File: src/rtl/seq_pattern_tx_if.sv
// Handshake and serial-output bundle for seq_pattern_tx; master = stimulus side, slave = transmitter.
`timescale 1ns/1ps
interface seq_pattern_tx_if #(
    parameter int PAT_W = 4
);
    localparam int LW = $clog2(PAT_W + 1);

    logic [PAT_W-1:0] pat_in;
    logic [LW-1:0]    pat_len;
    logic [7:0]       rep_cnt;
    logic             start_valid;
    logic             start_ready;
    logic             abort;
    logic             tx_bit;
    logic             tx_en;
    logic             busy;
    logic             done;

    modport master (
        output pat_in, pat_len, rep_cnt, start_valid, abort,
        input  start_ready, tx_bit, tx_en, busy, done
    );

    modport slave (
        input  pat_in, pat_len, rep_cnt, start_valid, abort,
        output start_ready, tx_bit, tx_en, busy, done
    );
endinterface

File: src/rtl/seq_pattern_tx.sv
// Serial MSB-first pattern transmitter with repeat count and optional inter-repetition gap; all outputs registered.
// Build option: define PARITY_EN to append an even-parity bit after each repetition.
`timescale 1ns/1ps
module seq_pattern_tx #(
    parameter int PAT_W   = 4,
    parameter int GAP_CYC = 0
) (
    input  logic            clk,
    input  logic            rst,
    seq_pattern_tx_if.slave bus
);
    localparam int LW = $clog2(PAT_W + 1);
    localparam int GW = (GAP_CYC > 0) ? $clog2(GAP_CYC + 1) : 1;

`ifdef PARITY_EN
    typedef enum logic [1:0] {IDLE, SHIFT, PAR, GAP} state_t;
`else
    typedef enum logic [1:0] {IDLE, SHIFT, GAP} state_t;
`endif

    state_t           state_q, state_d;
    logic [PAT_W-1:0] pat_q, pat_d;
    logic [LW-1:0]    len_q, len_d;
    logic [LW-1:0]    idx_q, idx_d;
    logic [7:0]       rep_q, rep_d;
    logic [GW-1:0]    gap_q, gap_d;
    logic             par_q, par_d;
    logic             tx_bit_q, tx_bit_d;
    logic             tx_en_q, tx_en_d;
    logic             busy_q, busy_d;
    logic             done_q, done_d;
    logic             rdy_q, rdy_d;

    logic [LW-1:0]    len_in;
    logic [PAT_W-1:0] cur_sh, nxt_sh;
    logic             rep_end;

    always_comb begin
        state_d = state_q;
        pat_d   = pat_q;
        len_d   = len_q;
        idx_d   = idx_q;
        rep_d   = rep_q;
        gap_d   = gap_q;
        par_d   = par_q;
        done_d  = 1'b0;
        rep_end = 1'b0;
        cur_sh  = pat_q >> idx_q;
        len_in  = ((bus.pat_len == '0) || (bus.pat_len > LW'(PAT_W))) ? LW'(PAT_W) : bus.pat_len;

        case (state_q)
            IDLE: begin
                if (bus.start_valid && !bus.abort) begin
                    state_d = SHIFT;
                    pat_d   = bus.pat_in;
                    len_d   = len_in;
                    idx_d   = len_in - LW'(1);
                    rep_d   = (bus.rep_cnt == 8'd0) ? 8'd1 : bus.rep_cnt;
                    par_d   = 1'b0;
                end
            end
            SHIFT: begin
                // Parity accumulates the bit currently on the line.
                par_d = par_q ^ cur_sh[0];
                if (idx_q != '0) begin
                    idx_d = idx_q - LW'(1);
                end else begin
`ifdef PARITY_EN
                    state_d = PAR;
`else
                    rep_end = 1'b1;
`endif
                end
            end
`ifdef PARITY_EN
            PAR: rep_end = 1'b1;
`endif
            GAP: begin
                if (gap_q == GW'(GAP_CYC - 1)) begin
                    state_d = SHIFT;
                    idx_d   = len_q - LW'(1);
                    par_d   = 1'b0;
                end else begin
                    gap_d = gap_q + GW'(1);
                end
            end
            default: state_d = IDLE;
        endcase

        if (rep_end) begin
            if (rep_q > 8'd1) begin
                rep_d = rep_q - 8'd1;
                if (GAP_CYC > 0) begin
                    state_d = GAP;
                    gap_d   = '0;
                end else begin
                    state_d = SHIFT;
                    idx_d   = len_q - LW'(1);
                    par_d   = 1'b0;
                end
            end else begin
                state_d = IDLE;
                done_d  = 1'b1;
            end
        end

        if (bus.abort && (state_q != IDLE)) begin
            state_d = IDLE;
            done_d  = 1'b0;
        end

        // Outputs are registered, so they are derived from the next state.
        nxt_sh   = pat_d >> idx_d;
        tx_en_d  = (state_d == SHIFT);
        tx_bit_d = (state_d == SHIFT) ? nxt_sh[0] : 1'b0;
`ifdef PARITY_EN
        if (state_d == PAR) begin
            tx_en_d  = 1'b1;
            tx_bit_d = par_d;
        end
`endif
        busy_d = (state_d != IDLE);
        rdy_d  = (state_d == IDLE);
    end

    always_ff @(posedge clk or posedge rst) begin
        if (rst) begin
            state_q  <= IDLE;
            pat_q    <= '0;
            len_q    <= '0;
            idx_q    <= '0;
            rep_q    <= '0;
            gap_q    <= '0;
            par_q    <= 1'b0;
            tx_bit_q <= 1'b0;
            tx_en_q  <= 1'b0;
            busy_q   <= 1'b0;
            done_q   <= 1'b0;
            rdy_q    <= 1'b1;
        end else begin
            state_q  <= state_d;
            pat_q    <= pat_d;
            len_q    <= len_d;
            idx_q    <= idx_d;
            rep_q    <= rep_d;
            gap_q    <= gap_d;
            par_q    <= par_d;
            tx_bit_q <= tx_bit_d;
            tx_en_q  <= tx_en_d;
            busy_q   <= busy_d;
            done_q   <= done_d;
            rdy_q    <= rdy_d;
        end
    end

    assign bus.tx_bit      = tx_bit_q;
    assign bus.tx_en       = tx_en_q;
    assign bus.busy        = busy_q;
    assign bus.done        = done_q;
    assign bus.start_ready = rdy_q;
endmodule
File: src/flat_wrapper.sv
// flat-port wrapper written by rule: the top's interface ports become plain ports
module seq_pattern_tx_flat 
#(
    parameter int PAT_W   = 4,
    parameter int GAP_CYC = 0
)
  (clk, rst, bus_pat_in, bus_pat_len, bus_rep_cnt, bus_start_valid, bus_abort, bus_start_ready, bus_tx_bit, bus_tx_en, bus_busy, bus_done);
  seq_pattern_tx_if #(.PAT_W(PAT_W)) bus_i ();
  input  logic clk;
  input  logic rst;
  input wire logic [$bits(bus_i.pat_in)-1:0] bus_pat_in;
  input wire logic [$bits(bus_i.pat_len)-1:0] bus_pat_len;
  input wire logic [$bits(bus_i.rep_cnt)-1:0] bus_rep_cnt;
  input wire logic [$bits(bus_i.start_valid)-1:0] bus_start_valid;
  input wire logic [$bits(bus_i.abort)-1:0] bus_abort;
  output wire logic [$bits(bus_i.start_ready)-1:0] bus_start_ready;
  output wire logic [$bits(bus_i.tx_bit)-1:0] bus_tx_bit;
  output wire logic [$bits(bus_i.tx_en)-1:0] bus_tx_en;
  output wire logic [$bits(bus_i.busy)-1:0] bus_busy;
  output wire logic [$bits(bus_i.done)-1:0] bus_done;
  assign bus_i.pat_in = bus_pat_in;
  assign bus_i.pat_len = bus_pat_len;
  assign bus_i.rep_cnt = bus_rep_cnt;
  assign bus_i.start_valid = bus_start_valid;
  assign bus_i.abort = bus_abort;
  assign bus_start_ready = bus_i.start_ready;
  assign bus_tx_bit = bus_i.tx_bit;
  assign bus_tx_en = bus_i.tx_en;
  assign bus_busy = bus_i.busy;
  assign bus_done = bus_i.done;
  seq_pattern_tx #(.PAT_W(PAT_W), .GAP_CYC(GAP_CYC)) u_core (.clk(clk), .rst(rst), .bus(bus_i));
endmodule
File: config.mk
export PLATFORM = sky130hd
export DESIGN_NAME = seq_pattern_tx_flat
export DESIGN_NICKNAME = d
export VERILOG_FILES = /design/src/rtl/seq_pattern_tx_if.sv /design/src/rtl/seq_pattern_tx.sv /design/src/flat_wrapper.sv
export SDC_FILE = /design/constraint.sdc
export NUM_CORES = 1
export LEC_CHECK = 0
export BUFFER_PORTS_ARGS = -buffer_cell sky130_fd_sc_hd__buf_2
export CAP_MARGIN = 10
export CORE_UTILIZATION = 50
export CTS_BUF_LIST = sky130_fd_sc_hd__clkbuf_16
export CTS_CLUSTER_DIAMETER = 100
export DETAILED_ROUTE_END_ITERATION = 10
export PLACE_DENSITY_LB_ADDON = 0.1
export SYNTH_ARGS = -nofsm -noshare
export SYNTH_HDL_FRONTEND = slang
export SYNTH_SLANG_ARGS = --single-unit
File: constraint.sdc
create_clock -name clk -period 3 [get_ports clk]
set_input_delay 0 -clock clk [delete_from_list [all_inputs] [get_ports clk]]
set_output_delay 0 -clock clk [all_outputs]
set_load 0.05 [all_outputs]
==> summary.md <==
| Metric | Value |
|---|---|
| Post-Place Cells | `210` |
| Area grow syn2layout | `19.5%` |
| Io pins | `24` |
| Worst min path class | `in2reg` |
| Filler-free cell count of the finished design | `219` |
| GP Congestion | `about 0.84` |
| Setup TNS Final | `0 ps` |
| Total of max-cap violations | `0` |
| Violated checks | `design-rule violations` |
| Register-to-Register Path Depth | `6` |
| NetSw | `around 450 uW` |
| Slowest Stage Delay on Critical Path | `roughly 790 ps` |
| Power Density | `between 700 and 800 nW/um^2` |
| DP HPWL | `between 2000 and 2500 um` |
| Crit path max-delay family | `simple AND/OR/NAND/NOR gates` |
| WP data arrival | `2460 ps` |
| Number of synthesized flops with an enable pin | `0` |
| Post-Route WL | `roughly 3300 um` |
| Hold-fix buffers at CTS | `5` |
| IO Port Bufs | `23` |
| Post-CTS sizing | `0` |
| Ratio of cells with drive above 1 in the final layout | `0.234` |
| Vias in the first global route | `~1.2k` |
| Worst path buffer plus inverter count | `0` |
| Slew margin rel. | `0.339` |
| Mapped Nets | `between 150 and 200` |
| Nets@finish | `approximately 220` |
| FFs w/ async S/R, synth | `1.00` |
| CP Launch Type | `register` |
| Final slew viol count | `0` |
| Crit-path cells | `or4b_1 > o2111ai_1 > a21oi_1 > o21ba_2 > mux2i_1 > o22ai_1` |
| Antenna violations before repair | `0` |
| Sequential share of the synthesized area | `0.431` |
| GRT Total Usage | `0.233` |
| Worst-path clk slew | `70 ps` |
| Pre-antenna DRT Iters | `9` |
| Pleak | `0.826 nW` |
| Ys flop type | `dfrtp_1` |
| Final Hold Fails | `0` |
| FF+latch count, synth | `26` |
| Vias | `around 1.3k` |
| Fmax | `between 400 and 500 MHz` |
| Worst EP required | `roughly 3200 ps` |
| Critical-path maximum fanout | `12` |
| Setup Skew | `1.50 ps` |
| Vias per std cell | `5.83` |
| Combinational power share | `0.327` |
| Internal Power | `around 900 uW` |
| Minimum clock period | `~2300 ps` |
| Yosys cell types | `49` |
| Initial Util | `0.540` |
| Remaining Overflow, GRT | `0` |
| Least-Margin Pin Slew | `a little under 1000 ps` |
| CTS tree | `done` |
| Die Ht | `~57 um` |
| First-pass GRT wire length | `between 5000 and 6000 um` |
| Antenna Nets Post-Route | `0` |
| CP Class | `reg2reg` |
| Hold_ws | `between 10 and 15 ps` |
| Core area | `around 2800 um^2` |
| Crit. End Element | `register` |
| Largest net degree at the start of global routing | `27` |
| Syn avg cell area | `~9.5 um^2` |
| Row cnt | `19` |
| Die width | `57.0 um` |
| Drt wl/cell | `between 15 and 20 um` |
| Sequential Power Share | `0.381` |
| Slowest-stage cell, CP | `or4b_1` |
| CTS Buffer Depth | `2` |
| CP Depth | `6` |
| # diodes | `0` |
| Worst IR Drop VDD | `376 uV` |
| Sw Ratio | `0.334` |
| Clock Latency Late Sink | `~270 ps` |
| Fill cells | `236` |
| Clock Tree Root | `clkbuf_16` |
| Fin crit share | `0.770` |
| CTS H-tree depth | `1` |
| Endpoints failing setup | `0` |
| Status | `finished with violations` |
| Drt drc | `2` |
| Power share of the clock group | `0.292` |
| Total die area | `3250 um^2` |
| Post-Syn Instances | `160` |
| Cts bufs inserted | `3` |
| RSZ-0062 raised after global routing | `no` |
| # Post-CTS Setup Buffers | `0` |
| Cell Area, Synth | `between 1500 and 2000 um^2` |
| CTS sink cnt | `26` |
| DRT iter0 DRCs | `99` |
| Tot Pwr | `about 1.4 mW` |
| Hold Path Stages | `2` |
| Yosys warns | `0` |
-- final timing paths --
kind                              startpoint                 to  slack, ps
setup / recovery           u_core.state_q[0]  u_core.bus.tx_bit        690
hold / removal                     bus_abort   u_core.bus.tx_en         10
setup reg to reg           u_core.state_q[0]  u_core.bus.tx_bit        690
hold reg to reg              u_core.pat_q[1]    u_core.pat_q[1]        480
max in group asynchronous                rst    u_core.len_q[2]       1900
min in group asynchronous                rst  u_core.state_q[1]        510
-- flip-flops by register name, indices dropped and copies added (netlist names) --
| signal | count |
|---|---|
| u_core.bus.busy | 1 |
| u_core.idx_q | 3 |
| u_core.bus.done | 1 |
| u_core.pat_q | 4 |
| u_core.state_q | 2 |
| u_core.rep_q | 8 |
| u_core.len_q | 3 |
| u_core.bus.start_ready | 1 |
| u_core.bus.tx_en | 1 |
| u_core.bus.tx_bit | 1 |
| u_core.gap_q | 1 |
-- per-layer routing --
metal,track usage,share of wire,up-vias
met1,0.290,0.43,594
met5,0,0,-
met2,0.398,0.49,49
li1,-,-,628
met4,0.111,0.019,0
met3,0.0363,0.057,5
-- final cells by class --
type	count	area (um^2)	area share
multi-input combinational	115	785	0.434
sequential	26	652	0.360
timing repair buffer	30	180	0.0996
clock buffer	3	75.1	0.0415
inverter	13	48.8	0.0270
tap	31	38.8	0.0214
clock inverter	1	30.0	0.0166
-- metrics by stage --
| stage | worst slack [ps] | utilization | cell area, um^2 |
|---|---|---|---|
| detailed placement | 719 | 0.590 | 1650 |
| global placement | 788 | 0.590 | 1650 |
| finish | 691 | 0.645 | 1810 |
| CTS | 704 | 0.645 | 1810 |
| floorplan | 993 | - | 1510 |
| global route | 534 | 0.645 | 1810 |
-- power groups by stage --
stage | clock network [mW] | registers, mW | logic [mW]
6_report | 0.396 | 0.517 | 0.444
5_1_grt | 0.412 | 0.527 | 0.504
4_1_cts | 0.400 | 0.516 | 0.443
3_5_place_dp | 0 | 0.523 | 0.436
3_3_place_gp | 0 | 0.519 | 0.419
2_1_floorplan | 0 | 0.521 | 0.326
-- worst register-to-register path: cells and delay by family, from the launching register on --
family          cells  cell delay, ps
mux                 1             190
flops               1             530
simple gates        1             800
compound gates      4             670
-- logic make-up after synthesis --
family          count (synthesis)  share of synthesized area
buf+inv                        19                     0.0512
xor+xnor                        2                     0.0116
compound gates                 38                      0.184
flops                          26                      0.431
mux                             3                     0.0198
simple gates                   65                      0.245
fa+ha+maj                       7                     0.0578
-- synth_stat cells, drive strengths merged (2+ instances only) --
library cell	count	share of area
a211oi	4	0.020
or3	4	0.024
nor2b	2	0.0083
nand3b	2	0.0099
nor2	14	0.036
o21ba	2	0.013
o32ai	2	0.012
or2	3	0.012
a31oi	2	0.0083
clkbuf	3	0.0074
nand2b	6	0.025
nor4	2	0.0083
nand3	4	0.013
inv	13	0.032
buf	3	0.012
nor3	3	0.0099
dfrtp	25	0.41
o21ai	6	0.020
mux2i	3	0.020
o221a	2	0.015
a21oi	8	0.026
nand2	18	0.045
ha	7	0.058
-- placed cells by master (no fill, tap or decap), types with 2 or more instances in the layout --
| cell | n |
|---|---|
| o221a_2 | 2 |
| clkbuf_16 | 3 |
| nand2_1 | 18 |
| nor2b_1 | 2 |
| nor4_1 | 2 |
| buf_4 | 2 |
| nand3b_1 | 2 |
| dlygate4sd3_1 | 5 |
| ha_1 | 7 |
| a211oi_1 | 4 |
| nand3_1 | 4 |
| a31oi_1 | 2 |
| o21ai_0 | 6 |
| nor2_1 | 13 |
| o32ai_1 | 2 |
| a21oi_1 | 8 |
| dfrtp_1 | 25 |
| nor3_1 | 3 |
| nand2b_1 | 6 |
| buf_2 | 23 |
| or2_2 | 3 |
| inv_1 | 13 |
| o21ba_2 | 2 |
| or3_4 | 2 |
| mux2i_1 | 3 |
Power figures use the tool's default switching activity.
